[src/rtl/mem_arbiter.sv]
// Two-port arbiter that puts an instruction-fetch port and a load/store port onto one
// combinational-read memory. Data wins by default; fetch is forced through after STARVE_MAX data grants.
module mem_arbiter #(
  parameter int ADDR_W     = 12,
  parameter int STARVE_MAX = 4
) (
  input  logic              clk,
  input  logic              rst,
  input  logic              if_req,
  input  logic [31:0]       if_addr,
  output logic              if_gnt,
  output logic              if_rvalid,
  output logic [31:0]       if_rdata,
  output logic              if_err,
  input  logic              d_req,
  input  logic              d_we,
  input  logic [31:0]       d_addr,
  input  logic [3:0]        d_be,
  input  logic [31:0]       d_wdata,
  output logic              d_gnt,
  output logic              d_rvalid,
  output logic [31:0]       d_rdata,
  output logic              d_err,
  output logic [ADDR_W-1:0] mem_addr,
  output logic              mem_we,
  output logic [3:0]        mem_be,
  output logic [31:0]       mem_wdata,
  input  logic [31:0]       mem_rdata
);

  typedef enum logic [1:0] {IDLE, LAST_IF, LAST_D} state_t;

  state_t      state_reg, state_next;
  logic [2:0]  starve_reg, starve_next;
  logic        grant_if, grant_d;
  logic        if_addr_err, d_addr_err;
  logic [31:0] if_rdata_reg, d_rdata_reg;
  logic        if_err_reg, d_err_reg;

  assign if_addr_err = (|if_addr[31:ADDR_W]) | (|if_addr[1:0]);
  assign d_addr_err  = (|d_addr[31:ADDR_W])  | (|d_addr[1:0]);

  always_ff @(posedge clk or negedge rst) begin
    if (!rst) begin
      state_reg  <= IDLE;
      starve_reg <= 3'd0;
    end else begin
      state_reg  <= state_next;
      starve_reg <= starve_next;
    end
  end

  // The state is the previous cycle's grant, so it doubles as the response-valid flag.
  always_comb begin
    grant_if    = 1'b0;
    grant_d     = 1'b0;
    state_next  = IDLE;
    starve_next = starve_reg;
    if (d_req && if_req && starve_reg == 3'(STARVE_MAX))
      grant_if = 1'b1;
    else if (d_req)
      grant_d = 1'b1;
    else if (if_req)
      grant_if = 1'b1;

    if (grant_if)
      state_next = LAST_IF;
    else if (grant_d)
      state_next = LAST_D;

    if (!if_req || grant_if)
      starve_next = 3'd0;
    else if (grant_d)
      starve_next = starve_reg + 3'd1;
  end

  always_ff @(posedge clk or negedge rst) begin
    if (!rst) begin
      if_rdata_reg <= 32'd0;
      if_err_reg   <= 1'b0;
      d_rdata_reg  <= 32'd0;
      d_err_reg    <= 1'b0;
    end else begin
      if (grant_if) begin
        if_rdata_reg <= if_addr_err ? 32'd0 : mem_rdata;
        if_err_reg   <= if_addr_err;
      end
      if (grant_d) begin
        d_rdata_reg <= (d_we || d_addr_err) ? 32'd0 : mem_rdata;
        d_err_reg   <= d_addr_err;
      end
    end
  end

  // Grants and write strobes are gated by reset so they drop the instant reset asserts.
  assign if_gnt    = grant_if & rst;
  assign d_gnt     = grant_d & rst;
  assign if_rvalid = (state_reg == LAST_IF);
  assign d_rvalid  = (state_reg == LAST_D);
  assign if_rdata  = if_rdata_reg;
  assign if_err    = if_err_reg;
  assign d_rdata   = d_rdata_reg;
  assign d_err     = d_err_reg;

  assign mem_we    = rst & grant_d & d_we & ~d_addr_err;
  assign mem_be    = mem_we ? d_be : 4'b0000;
  assign mem_wdata = grant_d ? d_wdata : 32'd0;
  assign mem_addr  = grant_d  ? {d_addr[ADDR_W-1:2], 2'b00} :
                     grant_if ? {if_addr[ADDR_W-1:2], 2'b00} : '0;

endmodule

[config.mk]
export PLATFORM = sky130hd
export DESIGN_NAME = mem_arbiter
export DESIGN_NICKNAME = d
export VERILOG_FILES = /design/src/rtl/mem_arbiter.sv
export SDC_FILE = /design/constraint.sdc
export NUM_CORES = 1
export LEC_CHECK = 0
export ABC_AREA = 1
export BUFFER_PORTS_ARGS = -buffer_cell sky130_fd_sc_hd__buf_2
export CORE_AREA = 2 2 101 103
export CTS_BUF_LIST = sky130_fd_sc_hd__clkbuf_16
export DETAILED_ROUTE_END_ITERATION = 6
export DIE_AREA = 0 0 103 105
export PLACE_DENSITY = 0.84
export RECOVER_POWER = 25
export SLEW_MARGIN = 10
export SYNTH_ARGS = -nofsm -noshare
export SYNTH_HDL_FRONTEND = slang
export SYNTH_SLANG_ARGS = --single-unit
export TNS_END_PERCENT = 10
[constraint.sdc]
create_clock -name clk -period 2.44 [get_ports clk]
set_input_delay 0.61 -clock clk [delete_from_list [all_inputs] [get_ports clk]]
set_output_delay 0.61 -clock clk [all_outputs]
set_load 0.1 [all_outputs]
After elaboration in Yosys (flattened, before gate mapping)

Index checks and enable logic that the tools add are counted.

Logic and storage cells: 42
Register bits after elaboration: 71
Memories kept: 0
Output and inout port bits: 119
Input port bits: 137
Bits in latches: 0
ROM bits: 0
Memory bits (writable): 0

Mux-type cells: 15
$mul: 0
Reduce and logical (&&, ||, !) cells: 10
Div/mod/pow operators: 0
Shift operators: 0
Magnitude comparators: 0
Bitwise operators: 7
Eq/ne operators: 3
Add/subtract/negate cells: 1

Operators by type and width:

| kind                                                 | count |
|---|---|
| two-way mux 32 bit                                   | 3 |
| OR reduction 20 bit                                  | 2 |
| two-way mux 12 bit                                   | 2 |
| two-way mux 3 bit                                    | 2 |
| two-way mux 1 bit                                    | 5 |
| AND 1 bit                                            | 4 |
| two-way mux 2 bit                                    | 2 |
| two-way mux 4 bit                                    | 1 |
| OR reduction 2 bit                                   | 2 |
| adder 3 x 1 -> 3 bit (second input constant)         | 1 |
| equality test 3 bit (second input constant)          | 1 |
| equality test 2 x 1 -> 1 bit (second input constant) | 1 |
| equality test 2 bit (second input constant)          | 1 |
| logical AND 1 bit                                    | 2 |
| logical OR 1 bit                                     | 2 |
| OR 1 bit                                             | 2 |
| nonzero test 2 bit                                   | 1 |
| logical NOT 1 bit                                    | 1 |
| inverter 1 bit                                       | 1 |

Longest topological paths before layout

Depth in word-level cells: 7
Mapped depth: 10
Gate-level depth less buffers: 8

Worst setup path after synthesis

OpenSTA, ideal clock, no wires.

Path kind: input port to output port
Start point: input port if_req
End point: output port mem_be[0]
Required time: 1.830 ns
Path buffers: 0
Stages on the path: 5
Arrival: 4.549 ns
Slack: -2.719 ns
Path through: nand3_1 nand2_1 nor2_1 nand2_1 nor3_1

Longest elaborated chain between the ends: 7

Ends and longest elaborated chain:

| item                            | RTL line | text |
|---|---|---|
| from (decl)                     | 9        | `input logic if_req,` |
| logical AND 1 bit (2 in series) | 59       | `if (d_req && if_req && starve_reg == 3'(STARVE_MAX))` |
| two-way mux 1 bit               | 59       |  |
| AND 1 bit                       | --       |  |
| via d_gnt                       | 20       | `output logic d_gnt,` |
| AND 1 bit (2 in series)         | 105      | `assign mem_we = rst & grant_d & d_we & ~d_addr_err;` |
| two-way mux 4 bit               | 106      | `assign mem_be = mem_we ? d_be : 4'b0000;` |
| to (decl)                       | 26       | `output logic [3:0] mem_be,` |

The timed path passes the listed nets, and every way through them passes these cells.

Worst setup path after layout

Start point: register starve_reg[0]
End point: output port mem_be[3]

Longest elaborated chain between the ends: 7

Ends and longest elaborated chain:

| item                    | RTL line | text |
|---|---|---|
| from (decl)             | 34       | `logic [2:0] starve_reg, starve_next;` |
| from (signal assigned)  | 49       | `starve_reg <= starve_next;` |
| equality test 3 bit     | 59       |  |
| logical AND 1 bit       | 59       |  |
| two-way mux 1 bit       | 59       |  |
| AND 1 bit (3 in series) | 105      |  |
| two-way mux 4 bit       | 106      |  |

No other way between the ends.

==> results.toml <==
[power]
powerDensity_nw_per_um2 = 590
ir_drop_mv = 0.397
p_total_uw = 3820
leakagePower_uw = 0.00372

[worst_setup_path]
critPathLaunchType = "register"
r2r_slack_ns = 0.57
cp_max_fo = 5
r2r-start = "starve_reg[1]"
end_kind = "primary output"
critical_path_class = "register to primary output"
worstPathRequired_ns = 1.83
reg2reg_to = "if_rdata[1]"
worstPathArrival_ns = 1.81
rr_worst_depth = 9

[route]
drtIter0Drc = 226
totalWireLength_microns = 13600
drt.antenna.violating_nets = 0
dr.pass1.iters = 4
vias = 4272
wire_per_inst_microns = 14.9
post-route-drc-count = 0
avgViaCountPerCell = 4.68

[final_layout]
multiInputGateArea_sq_um = 1730
final_nets = 914
final_cells = 913
seqCellArea_sq_um = 1780
drive_above_1_share = 0.431
final_common_cell = "buf_2"
area_growth_pct = 69.3
final.fill_count = 793
layout_common_cells = "buf_2 (203), nand2_1 (142), inv_1 (77)"

[die]
die_x_microns = 103
ioPinCount = 256
core_region_area_sq_um = 9640
die_area_sq_um = 10800
start_util = 0.397
die_y_microns = 105
core.rowCount = 36

[cts]
cts_tree = "built"
clkLatencyLatePin_ns = 0.32
cts_sinks = 71
htreeDepth = 3
cts_buffer_depth = 2
numCtsBuffers = 9
cts.clk_slew.worst_paths_ns = 0.06
hold_buffers = 0
clockRootBuffer = "clkbuf_16"

[grt]
grt.overflow.total = 0
grtUsageTotal = 0.244
grt_first_pass_wirelength_microns = 20200
antenna_found_initial = 2
grt_max_degree = 72
grt_pass1_vias = 4069

[yosys]
synth_cell_type_count = 27
synth-seq-cells = 71
synth_top_area_share = 0.465
synth_flop_cell = "dfrtp_1"
yosysTopAreaCell = "dfrtp_1"
seq_area_frac_synth = 0.465
syn-cell-area_sq_um = 3820
async_flop_share = 1.00
synth_edf_count = 0
postSynthAreaPerCell_sq_um = 7.27
synth_warnings = 0
synth_area_leaders = "dfrtp_1 (46%), nand2_1 (14%), nor2_1 (10%)"
synthCells = 526

[sta]
setup_violations = 0
fin_crit_ns = 2.42
slew_viol_final = 72
max_freq_mhz = 413
tightest_slew_ns = 1.75
finalCritPeriodShare = 0.993
grt_setup_unrepaired = "true"
final_hold_viol_count = 0
fin_skew_ns = 0.00537
slew_headroom = -0.165

[placement]
dp_hpwl_microns = 10400
globalplace.congestion = 0.834
portBuffers = 253
dp.cells = 894

[outcome]
status = "complete, but fails checks"
violations = "max-capacitance violations, max-slew violations"

[flow_run]
maxCapViolations = 1

[hold_path]
hold_path.class = "register to register"
whs_path_depth = 2
hp-start = "d_rdata[20]"
whs_endpoint = "d_rdata[20]"
==> synthesized netlist by cell type (2+ instances only) <==
cell type    n
nand3_2      8
inv_1       78
buf_6        5
nand4_1      8
buf_2        8
a22o_1      10
clkbuf_1    10
nand2_1    144
o21ai_0     17
buf_4        4
nand2_2      2
ha_1         2
nor2_1     105
nand3_1     29
o21ai_1     10
dfrtp_1     71
inv_2        2
nor3_1       4
==> metal layers <==
layer / wire (microns) / vias to the layer above / GRT usage
met5: 0 / - / 0
met4: 425 / 0 / 0.0883
met3: 1040 / 33 / 0.0635
met2: 7050 / 181 / 0.435
met1: 5040 / 1975 / 0.274
li1: - / 2083 / -
==> through the flow <==
stage	utilization	instance area, sq um	setup WS (ns)	hold slack (ns)	TNS, ns
after floorplan	-	3990	-0.499	0.314	-6.23
after global placement	0.628	6050	0.124	0.453	0
after detailed placement	0.628	6050	0.115	0.460	0
after CTS	0.669	6450	0.00724	0.477	0
after global routing	0.672	6470	-0.0501	0.494	-0.105
final	0.672	6470	0.0162	0.476	0
==> cell type report <==
cell class,count,share of cell area
multi-input cells,347,0.267
repair buffers,266,0.326
clock inverters,6,0.0244
well taps,133,0.0257
inverters,80,0.0472
diodes,1,0.000387
flip-flops and latches,71,0.274
clock buffers,9,0.0348
==> repair_timing <==
| action | in CTS | in global routing |
|---|---|---|
| gates resized for setup | 3 | 1 |
| setup buffers | 0 | 3 |
| endpoints found under the setup margin | 14 | 11 |
| pin swaps | 6 | 3 |
==> worst max-delay path by stage <==
stage | from | endpoint | slack (ns) | depth (start not counted)
floorplan | if_req | mem_be[0] | -0.50 | 5
global placement | d_addr[13] | mem_be[2] | 0.12 | 7
detailed placement | d_addr[13] | mem_be[3] | 0.12 | 7
CTS | starve_reg[0] | mem_be[1] | 0.007 | 8
finish | starve_reg[0] | mem_be[3] | 0.02 | 8
global route | starve_reg[0] | mem_be[3] | -0.05 | 8
==> power breakdown <==
part           internal [uW]  total, uW  switching [uW]
clock                   1200       1690             490
sequential              1180       1190            4.22
combinational            317        942             624
total                   2700       3820            1120
==> kinds of logic after synthesis <==
| family | synth area share |
|---|---|
| simple gates | 0.335 |
| fa+ha+maj | 0.00654 |
| buf+inv | 0.130 |
| compound gates | 0.0599 |
| xor+xnor | 0.00229 |
| flops | 0.465 |
| other cells | 0.000981 |
==> critical path: stages (launching register included) <==
cell and delay, ns:
dfrtp_1 0.39, inv_2 0.06, ha_4 0.17, nand3_4 0.08, nand2_4 0.08, nor2_4 0.15, nand2_4 0.12, nor3_4 0.23
buf_12 0.20
Power figures use the tool's default switching activity.
